<file path="config.mk">
export PLATFORM = sky130hd
export DESIGN_NAME = mult_div_unit
export DESIGN_NICKNAME = d
export VERILOG_FILES = /design/src/rtl/mdu_pkg.sv /design/src/rtl/mdu_step.sv /design/src/rtl/mult_div_unit.sv
export SDC_FILE = /design/constraint.sdc
export NUM_CORES = 1
export LEC_CHECK = 0
export ABC_AREA = 1
export BUFFER_PORTS_ARGS = -buffer_cell sky130_fd_sc_hd__buf_4
export CORE_MARGIN = 1.5
export CORE_UTILIZATION = 45
export DETAILED_ROUTE_END_ITERATION = 8
export PLACE_DENSITY = 0.66
export REMOVE_ABC_BUFFERS = 1
export SLEW_MARGIN = 20
export SYNTH_ARGS = -nofsm -noshare
export SYNTH_HDL_FRONTEND = slang
export SYNTH_SLANG_ARGS = --single-unit
</file>
<file path="constraint.sdc">
create_clock -name clk -period 3.38 [get_ports clk]
set_clock_uncertainty 0.05 [all_clocks]
set_input_delay 0.169 -clock clk [delete_from_list [all_inputs] [get_ports clk]]
set_output_delay 0.169 -clock clk [all_outputs]
set_load 0.02 [all_outputs]
</file>
<file path="src/rtl/mdu_pkg.sv">
`default_nettype none
// ============================================================================
// Module   : mdu_pkg
// Brief    : Op codes and FSM state encodings for the multiply/divide unit.
// Revision : 1.0
// ============================================================================
package mdu_pkg;

    localparam logic [2:0] MDU_MULT  = 3'b000;
    localparam logic [2:0] MDU_MULTU = 3'b001;
    localparam logic [2:0] MDU_DIV   = 3'b010;
    localparam logic [2:0] MDU_DIVU  = 3'b011;
    localparam logic [2:0] MDU_MTHI  = 3'b100;
    localparam logic [2:0] MDU_MTLO  = 3'b101;

    typedef enum logic [1:0] {
        ST_IDLE = 2'd0,
        ST_RUN  = 2'd1,
        ST_FIX  = 2'd2
    } mdu_state_t;

endpackage
`default_nettype wire

</file>
<file path="src/rtl/mdu_step.sv">
`default_nettype none
// ============================================================================
// Module   : mdu_step
// Brief    : One radix-2 iteration: shift-add multiply or restoring divide.
// Revision : 1.0
// ============================================================================
module mdu_step #(
    parameter int W = 32
) (
    input  logic           i_mode,      // 1 = divide, 0 = multiply
    input  logic [2*W-1:0] i_acc,
    input  logic [W-1:0]   i_operand,
    output logic [2*W-1:0] o_acc_next,
    output logic           o_q_bit
);

    logic [W:0]   w_sum;
    logic [W:0]   w_rem_sh;
    logic [W-1:0] w_diff;

    always_comb begin
        w_sum      = {1'b0, i_acc[2*W-1:W]} + (i_acc[0] ? {1'b0, i_operand} : {(W+1){1'b0}});
        w_rem_sh   = i_acc[2*W-1:W-1];
        w_diff     = w_rem_sh[W-1:0] - i_operand;
        o_q_bit    = 1'b0;
        o_acc_next = {w_sum, i_acc[W-1:1]};
        if (i_mode) begin
            // Quotient bit is left as 0 here; the caller merges o_q_bit into bit 0.
            o_q_bit    = (w_rem_sh >= {1'b0, i_operand});
            o_acc_next = {(o_q_bit ? w_diff : w_rem_sh[W-1:0]), i_acc[W-2:0], 1'b0};
        end
    end

endmodule
`default_nettype wire

</file>
<file path="src/rtl/mult_div_unit.sv">
`default_nettype none
// ============================================================================
// Module   : mult_div_unit
// Brief    : Iterative MIPS multiply/divide unit with HI/LO registers.
// Revision : 1.0
// ============================================================================
module mult_div_unit
    import mdu_pkg::*;
#(
    parameter int W     = 32,
    parameter int CNT_W = $clog2(W+1)
) (
    input  logic         clk,
    input  logic         rst,
    input  logic         i_start,
    input  logic [2:0]   i_op,
    input  logic [W-1:0] i_A,
    input  logic [W-1:0] i_B,
    input  logic         i_flush,
    output logic         o_busy,
    output logic         o_done,
    output logic         o_div_zero,
    output logic [W-1:0] o_hi,
    output logic [W-1:0] o_lo
);

    mdu_state_t     r_state, w_state_next;
    logic [CNT_W-1:0] r_cnt;
    logic [2*W-1:0] r_acc;
    logic [W-1:0]   r_operand, r_hi, r_lo;
    logic           r_is_div, r_neg_q, r_neg_r, r_div_zero, r_done, r_dz_out;

    logic           w_md_op, w_signed, w_is_div, w_accept;
    logic           w_a_neg, w_b_neg, w_q_bit;
    logic [W-1:0]   w_a_abs, w_b_abs, w_quo, w_rem, w_hi_fix, w_lo_fix;
    logic [2*W-1:0] w_acc_next, w_prod;

    always_comb begin
        w_md_op  = 1'b0;
        w_signed = 1'b0;
        w_is_div = 1'b0;
        case (i_op)
            MDU_MULT:  begin w_md_op = 1'b1; w_signed = 1'b1; end
            MDU_MULTU: begin w_md_op = 1'b1; end
            MDU_DIV:   begin w_md_op = 1'b1; w_signed = 1'b1; w_is_div = 1'b1; end
            MDU_DIVU:  begin w_md_op = 1'b1; w_is_div = 1'b1; end
            default:   ;
        endcase
    end

    assign w_accept = (r_state == ST_IDLE) && i_start && !i_flush;
    assign w_a_neg  = w_signed & i_A[W-1];
    assign w_b_neg  = w_signed & i_B[W-1];
    assign w_a_abs  = w_a_neg ? -i_A : i_A;
    assign w_b_abs  = w_b_neg ? -i_B : i_B;

    mdu_step #(.W(W)) u_step (
        .i_mode     (r_is_div),
        .i_acc      (r_acc),
        .i_operand  (r_operand),
        .o_acc_next (w_acc_next),
        .o_q_bit    (w_q_bit)
    );

    // Sign correction applied to the unsigned magnitude result in FIX.
    assign w_prod   = r_neg_q ? -r_acc : r_acc;
    assign w_quo    = r_neg_q ? -r_acc[W-1:0] : r_acc[W-1:0];
    assign w_rem    = r_neg_r ? -r_acc[2*W-1:W] : r_acc[2*W-1:W];
    assign w_hi_fix = r_is_div ? w_rem : w_prod[2*W-1:W];
    assign w_lo_fix = r_is_div ? (r_div_zero ? {W{1'b1}} : w_quo) : w_prod[W-1:0];

    always_ff @(posedge clk or negedge rst) begin
        if (!rst) r_state <= ST_IDLE;
        else      r_state <= w_state_next;
    end

    always_comb begin
        w_state_next = r_state;
        case (r_state)
            ST_IDLE: if (w_accept && w_md_op) w_state_next = ST_RUN;
            ST_RUN: begin
                if (i_flush)                         w_state_next = ST_IDLE;
                else if (r_cnt == CNT_W'(W-1))       w_state_next = ST_FIX;
            end
            ST_FIX:  w_state_next = ST_IDLE;
            default: w_state_next = ST_IDLE;
        endcase
    end

    always_ff @(posedge clk or negedge rst) begin
        if (!rst) begin
            r_cnt      <= '0;
            r_acc      <= '0;
            r_operand  <= '0;
            r_hi       <= '0;
            r_lo       <= '0;
            r_is_div   <= 1'b0;
            r_neg_q    <= 1'b0;
            r_neg_r    <= 1'b0;
            r_div_zero <= 1'b0;
            r_done     <= 1'b0;
            r_dz_out   <= 1'b0;
        end else begin
            r_done   <= 1'b0;
            r_dz_out <= 1'b0;
            case (r_state)
                ST_IDLE: begin
                    if (w_accept && w_md_op) begin
                        r_is_div   <= w_is_div;
                        r_neg_q    <= w_a_neg ^ w_b_neg;
                        r_neg_r    <= w_a_neg;
                        r_div_zero <= w_is_div && (i_B == '0);
                        r_cnt      <= '0;
                        r_acc      <= {{W{1'b0}}, (w_is_div ? w_a_abs : w_b_abs)};
                        r_operand  <= w_is_div ? w_b_abs : w_a_abs;
                    end else if (w_accept && i_op == MDU_MTHI) begin
                        r_hi   <= i_A;
                        r_done <= 1'b1;
                    end else if (w_accept && i_op == MDU_MTLO) begin
                        r_lo   <= i_A;
                        r_done <= 1'b1;
                    end
                end
                ST_RUN: begin
                    if (!i_flush) begin
                        r_acc <= w_acc_next | {{(2*W-1){1'b0}}, w_q_bit};
                        r_cnt <= r_cnt + CNT_W'(1);
                    end
                end
                ST_FIX: begin
                    if (!i_flush) begin
                        r_hi     <= w_hi_fix;
                        r_lo     <= w_lo_fix;
                        r_done   <= 1'b1;
                        r_dz_out <= r_div_zero;
                    end
                end
                default: ;
            endcase
        end
    end

    assign o_busy     = (r_state != ST_IDLE);
    assign o_done     = r_done;
    assign o_div_zero = r_dz_out;
    assign o_hi       = r_hi;
    assign o_lo       = r_lo;

endmodule
`default_nettype wire
</file>
# ---- Word-level counts from Yosys, hierarchy flattened
# Index checks and enable logic that the tools add are counted.
dict set report totals {
  rom_bits 0
  latchBits 0
  wordCells 105
  ramBits 0
  output_inout_bits 67
  ff_bits 174
  memories 0
}
dict set report op_classes {
  addsub 8
  muxes 43
  order_cmp 1
  n_eq_ne 16
  n_shift 0
  n_div 0
  n_mul 0
  n_bitwise 4
  reduce_logical 21
}
# op count
set ops {}
lappend ops {{two-way mux 32 bit} 18}
lappend ops {{two-way mux 64 bit} 4}
lappend ops {{negation 32 bit} 4}
lappend ops {{one-hot mux 32 bit (2 select lines)} 2}
lappend ops {{one-hot mux 64 bit (2 select lines)} 1}
lappend ops {{negation 64 bit} 1}
lappend ops {{OR 64 x 1 -> 64 bit} 1}
lappend ops {{adder 32 x 33 -> 33 bit} 1}
lappend ops {{>= comparator 33 x 32 -> 1 bit} 1}
lappend ops {{logical NOT 32 bit} 1}
lappend ops {{subtractor 32 bit} 1}
lappend ops {{two-way mux 6 bit} 2}
lappend ops {{one-hot mux 6 bit (2 select lines)} 1}
lappend ops {{two-way mux 1 bit} 10}
lappend ops {{!= test 2 bit, second input constant} 4}
lappend ops {{adder 6 x 1 -> 6 bit, second input constant} 1}
lappend ops {{equality test 3 x 2 -> 1 bit, second input constant} 2}
lappend ops {{equality test 3 bit, second input constant} 2}
lappend ops {{equality test 6 x 5 -> 1 bit, second input constant} 1}
lappend ops {{logical AND 1 bit} 6}
lappend ops {{two-way mux 2 bit} 3}
lappend ops {{!= test 2 x 1 -> 1 bit, second input constant} 3}
lappend ops {{nonzero test 2 bit} 3}
lappend ops {{AND reduction 5 bit} 1}
lappend ops {{other kinds (16)} 19}

# ---- Logic depth before layout (Yosys ltp)
dict set report depth {
  ltp_word 8
  ltp_mapped 20
  depth_no_buf 18
}

# ---- By module
# A second synthesis with hierarchy kept.
dict set report unflattened {
  cells_unflattened 3249
  area_unflattened_um2 18676.7
}
# mod cells_each area_per_inst_um2 n_inst
set by_module_without_submodules {}
lappend by_module_without_submodules {mult_div_unit 1983 12553.3 1}
lappend by_module_without_submodules {mdu_step 1266 6123.4 1}

# ---- Worst setup path after synthesis
# No wires, ideal clock.
dict set report synth_path {
  path_type {reg2reg}
  start {register r_acc[0]}
  end {register r_acc[47]}
  period_less_slack_ns 2.424
  slack_ns 0.956
  arrival_time_ns 2.258
  n_path_buf 2
  setup_time_ns 0.116
  path_stages_with_launch 18
  required_time_ns 3.214
  cell_sequence {dfrtp_1 -> buf_2 -> clkbuf_1 -> nand2_1 -> inv_1 -> ha_1 -> inv_1 -> fa_1 -> nor2_1 -> nor2_1 -> o21bai_1 -> nand2_1 -> nand3_1 -> nand2_1 -> nor2_1 -> nor2_1 -> nand2_1 -> nand2_1}
}
dict set report synth_via {
  elab_chain_len 6
}
# element line_no
set synth_lines {}
lappend synth_lines {{start: declaration} mult_div_unit.sv:29} ;# logic [2*W-1:0] r_acc;
lappend synth_lines {{start signal: assignment} mult_div_unit.sv:114} ;# r_acc <= {{W{1'b0}}, (w_is_div ? w_a_abs : w_b_abs)};
lappend synth_lines {{start signal: assignment} mult_div_unit.sv:126} ;# r_acc <= w_acc_next | {{(2*W-1){1'b0}}, w_q_bit};
lappend synth_lines {{two-way mux 32 bit} mdu_step.sv:22} ;# w_sum = {1'b0, i_acc[2*W-1:W]} + (i_acc[0] ? {1'b0, i_operand} : {(W+1){1'b0}});
lappend synth_lines {{adder 32 x 33 -> 33 bit} mdu_step.sv:22}
lappend synth_lines {{two-way mux 64 bit} mdu_step.sv:27} ;# if (i_mode) begin
lappend synth_lines {{OR 64 x 1 -> 64 bit} mult_div_unit.sv:126}
lappend synth_lines {{two-way mux 64 bit} mult_div_unit.sv:125} ;# if (!i_flush) begin
lappend synth_lines {{one-hot mux 64 bit (2 select lines)} mult_div_unit.sv:106} ;# case (r_state)
# No other way between the ends. The select of a mux whose other input is x is not followed.
# A chain may end at the register's enable or synchronous reset.

# ---- Worst setup path after layout
dict set report layout_path {
  start {register r_acc[37]}
  end {register r_acc[32]}
}
dict set report layout_via {
  elab_chain_len 6
}
# element line_no
set layout_lines {}
lappend layout_lines {{>= comparator 33 x 32 -> 1 bit} mdu_step.sv:29} ;# o_q_bit = (w_rem_sh >= {1'b0, i_operand});
lappend layout_lines {{two-way mux 32 bit} mdu_step.sv:30} ;# o_acc_next = {(o_q_bit ? w_diff : w_rem_sh[W-1:0]), i_acc[W-2:0], 1'b0};
lappend layout_lines {{two-way mux 64 bit} mdu_step.sv:27}
lappend layout_lines {{OR 64 x 1 -> 64 bit} mult_div_unit.sv:126}
lappend layout_lines {{two-way mux 64 bit} mult_div_unit.sv:125}
lappend layout_lines {{one-hot mux 64 bit (2 select lines)} mult_div_unit.sv:106}
# No other way between the ends. The select of a mux whose other input is x is not followed.

==> impl_results.md <==
- Run status: completed
- Pin count of the biggest net entering global routing: 81
- Synthesized area: 0.0184 mm2
- Final worst-path setup slack: 285 ps
- Critical Path Fanout Max: 28
- Routed Antenna Nets: 0
- Worst min path class: input port to register
- Nets: 3481
- Post-route minimum period: 3090 ps
- Final period utilization: 0.916
- Routed WL: 90900 um
- Drt pass-1 iters: 6
- DRC violations left: 0
- Crit path largest cell delay: 510 ps
- Hold path depth: 5
- CP endpoint kind: register
- DR vias: 23120
- Initial antenna violation count: 0
- First DRT Iteration DRCs: 3123
- # rows: 73
- Gpl congestion: 1.08
- Fill cells: 4215
- H-Tree Depth: 4
- Delay-heaviest family, CP: simple AND/OR/NAND/NOR gates
- CTS Buf Count: 17
- Power Density: 777 mW/mm2
- Inserted Diodes: 0
- Final Hold Vio Count: 0
- Arrival @ worst endpoint: 3420 ps
- TritonCTS clock tree: done
- Vias in the first global route: 21326
- Initial core utilization: 0.460
- Reg2Reg Launch Point: r_acc[37]
- Critical path class: register to register
- Number of synthesized register bits: 174
- Area contributors post-synth: dfrtp_1 24%, nand2_1 19%, nor2_1 9.6%
- Final Max Slew Viols: 0
- Yosys top cell area share: 0.236
- Hold Path Sink: r_operand[19]
- Hold path startpoint: i_B[19]
- Worst-margin pin slew: 860 ps
- GRT Resource Usage Total: 0.430
- Die area: 0.0422 mm2
- Clock Path Buffers: 2
- First-pass GRT wire length: 134000 um
- Proportion of layout cells with a drive suffix above 1: 0.0868
- Die Y: 205 um
- Root buffer cell: clkbuf_16
- Finish-stage setup viols: 0
- HPWL after detailed placement: 73500 um
- Crit path launch type: register
- Routed vias/inst: 5.96
- CP Launch Point: r_acc[37]
- Post-CTS Setup Inserts: 0
- Total Power: 0.0163 W
- Cell taking the most area after synthesis: dfrtp_1
- Drt wl/cell: 23.4 um
- Syn_area_per_cell: 5.75 um2
- Most used cell, CP: nand2_1
- Data required, critical path: 3700 ps
- I/O pin count: 138
- Grt ovf: 0
- Leakage power: 10.9 nW
- Distinct cells, synth: 52
- Yosys Warn Count: 0
- Post-Layout Cell Count: 3877
- Syn-to-layout area delta: 13.5%
- CP bufs+invs: 1
- Hold Buf Count CTS: 10
- Max VDD drop: 399 uV
- Slowest CP cell: dfrtp_1
- Clock-pin slew on the worst setup and hold paths: 80 ps
- CP Cell Sequence: ha_1, nand2_1, nor2_1, nand3_1, nand3b_1, nand2_2, nor2_4, nand2_4, buf_4, o21ai_0, o21ai_1, nand2_1
- Max Cap Viol: 0
- Gates resized, CTS repair: 0
- Clk sink count: 174
- R2r worst-path depth: 12
- RSZ-0062 raised after global routing: no
- Worst R2R End: r_acc[32]
- Maximum clock rate: 0.323 GHz
- Core footprint: 0.0401 mm2
- Dpl ws: 360 ps
- Placed Cells incl. Taps: 3835
- Seq/Total Area, Yosys: 0.236
- Port Buffers: 137
- Register-to-Register Setup Slack: 290 ps
- Slew HR: 0.426
- Die width: 205 um
- Insertion delay to the later sink of the worst-skew pair: 490 ps
- Post-Syn Instances: 3207
-- per-layer routing --
layer	global-route usage	part of all wire	vias to the layer above
li1	-	-	10604
met1	0.559	0.39	10752
met2	0.655	0.43	1502
met3	0.0965	0.11	262
met4	0.248	0.068	0
met5	0	0	-
-- report_power, final --
part           total [W]  switching (W)  internal, W
clock network    0.00216        0.00105      0.00110
logic             0.0107        0.00744      0.00327
registers        0.00340       0.000719      0.00268
-- Yosys cell counts, drive strengths merged --
master	count
a31oi	22
a22o	1
a21oi	208
xnor2	9
clkinv	4
nor3	46
clkbuf	57
o31ai	4
a21boi	2
nor3b	1
ha	69
inv	450
nor2	481
o41ai	2
or2	9
o32ai	1
a211o	1
o211ai	30
a211oi	1
a21o	1
dfrtp	174
buf	46
o22ai	1
nand4	40
o221ai	12
nand2	923
o21bai	15
fa	2
o21ai	190
nor4	7
xor2	40
a22oi	15
nand3	326
and2	3
nand3b	14
-- logic make-up (layout without fill, tap and decap cells) --
kind of cell / after synthesis / in the layout / share of synthesized area
buf+inv: 557 / 702 / 0.119
fa+ha+maj: 71 / 71 / 0.0490
flops: 174 / 174 / 0.236
simple gates: 1850 / 1850 / 0.420
compound gates: 506 / 506 / 0.153
xor+xnor: 49 / 49 / 0.0233
-- stage by stage --
step | cell area [um2] | util | TNS [ps] | hold WS (ps)
3_5_place_dp | 20200 | 0.504 | 0 | 238
3_3_place_gp | 20200 | 0.504 | 0 | 236
5_1_grt | 20900 | 0.522 | 0 | 34.6
4_1_cts | 20900 | 0.522 | 0 | 0.610
2_1_floorplan | 17900 | - | -109390 | -177
6_report | 20900 | 0.522 | 0 | 12.2
-- worst max-delay path by stage --
stage / endpoint / depth (start not counted)
after floorplan: r_cnt[3] / 8
after CTS: r_acc[58] / 17
final: r_acc[32] / 12
after detailed placement: r_acc[58] / 17
after global placement: r_acc[58] / 17
after global routing: r_acc[32] / 12
-- area by class of cell --
class | count | area, um2 | share of cell area
multi-input cells | 2476 | 11900 | 0.569
well taps | 525 | 657 | 0.0314
clock inverters | 13 | 165 | 0.00789
inverters | 454 | 1700 | 0.0814
flip-flops and latches | 174 | 4360 | 0.208
repair buffers | 216 | 1690 | 0.0806
clock buffers | 19 | 453 | 0.0216
-- worst reg2reg max path, stage by stage (launching register included) --
cell	delay, ps
dfrtp_1	510
ha_1	430
nand2_1	150
nor2_1	320
nand3_1	120
nand3b_1	240
nand2_2	120
nor2_4	60
nand2_4	360
buf_4	270
o21ai_0	110
o21ai_1	180
nand2_1	70
-- sequential cells by signal, summed over array words and instances, names as in the netlist --
name,flops
o_done,1
r_neg_q,1
r_neg_r,1
o_hi,32
o_lo,32
r_state,2
o_div_zero,1
r_is_div,1
r_acc,64
r_operand,32
r_div_zero,1
r_cnt,6
-- cell usage in the layout (no fill, tap or decap), drive strengths merged --
| cell | instances |
|---|---|
| clkbuf | 19 |
| a211oi | 1 |
| or2 | 9 |
| o221ai | 12 |
| xnor2 | 9 |
| ha | 69 |
| nor4 | 7 |
| nand3b | 14 |
| a31oi | 22 |
| dfrtp | 174 |
| o21ai | 190 |
| o22ai | 1 |
| nand4 | 40 |
| o211ai | 30 |
| nor3 | 46 |
| a21boi | 2 |
| a21o | 1 |
| a21oi | 208 |
| buf | 206 |
| clkinv | 7 |
| nor2 | 481 |
| bufinv | 1 |
| and2 | 3 |
| a211o | 1 |
| o31ai | 4 |
| nor3b | 1 |
| nand2 | 923 |
| a22oi | 15 |
| o32ai | 1 |
| o21bai | 15 |
| a22o | 1 |
| inv | 459 |
| nand3 | 326 |
| fa | 2 |
| xor2 | 40 |
| o41ai | 2 |
| dlygate4sd3 | 10 |
(Power assumes the default switching activity.)
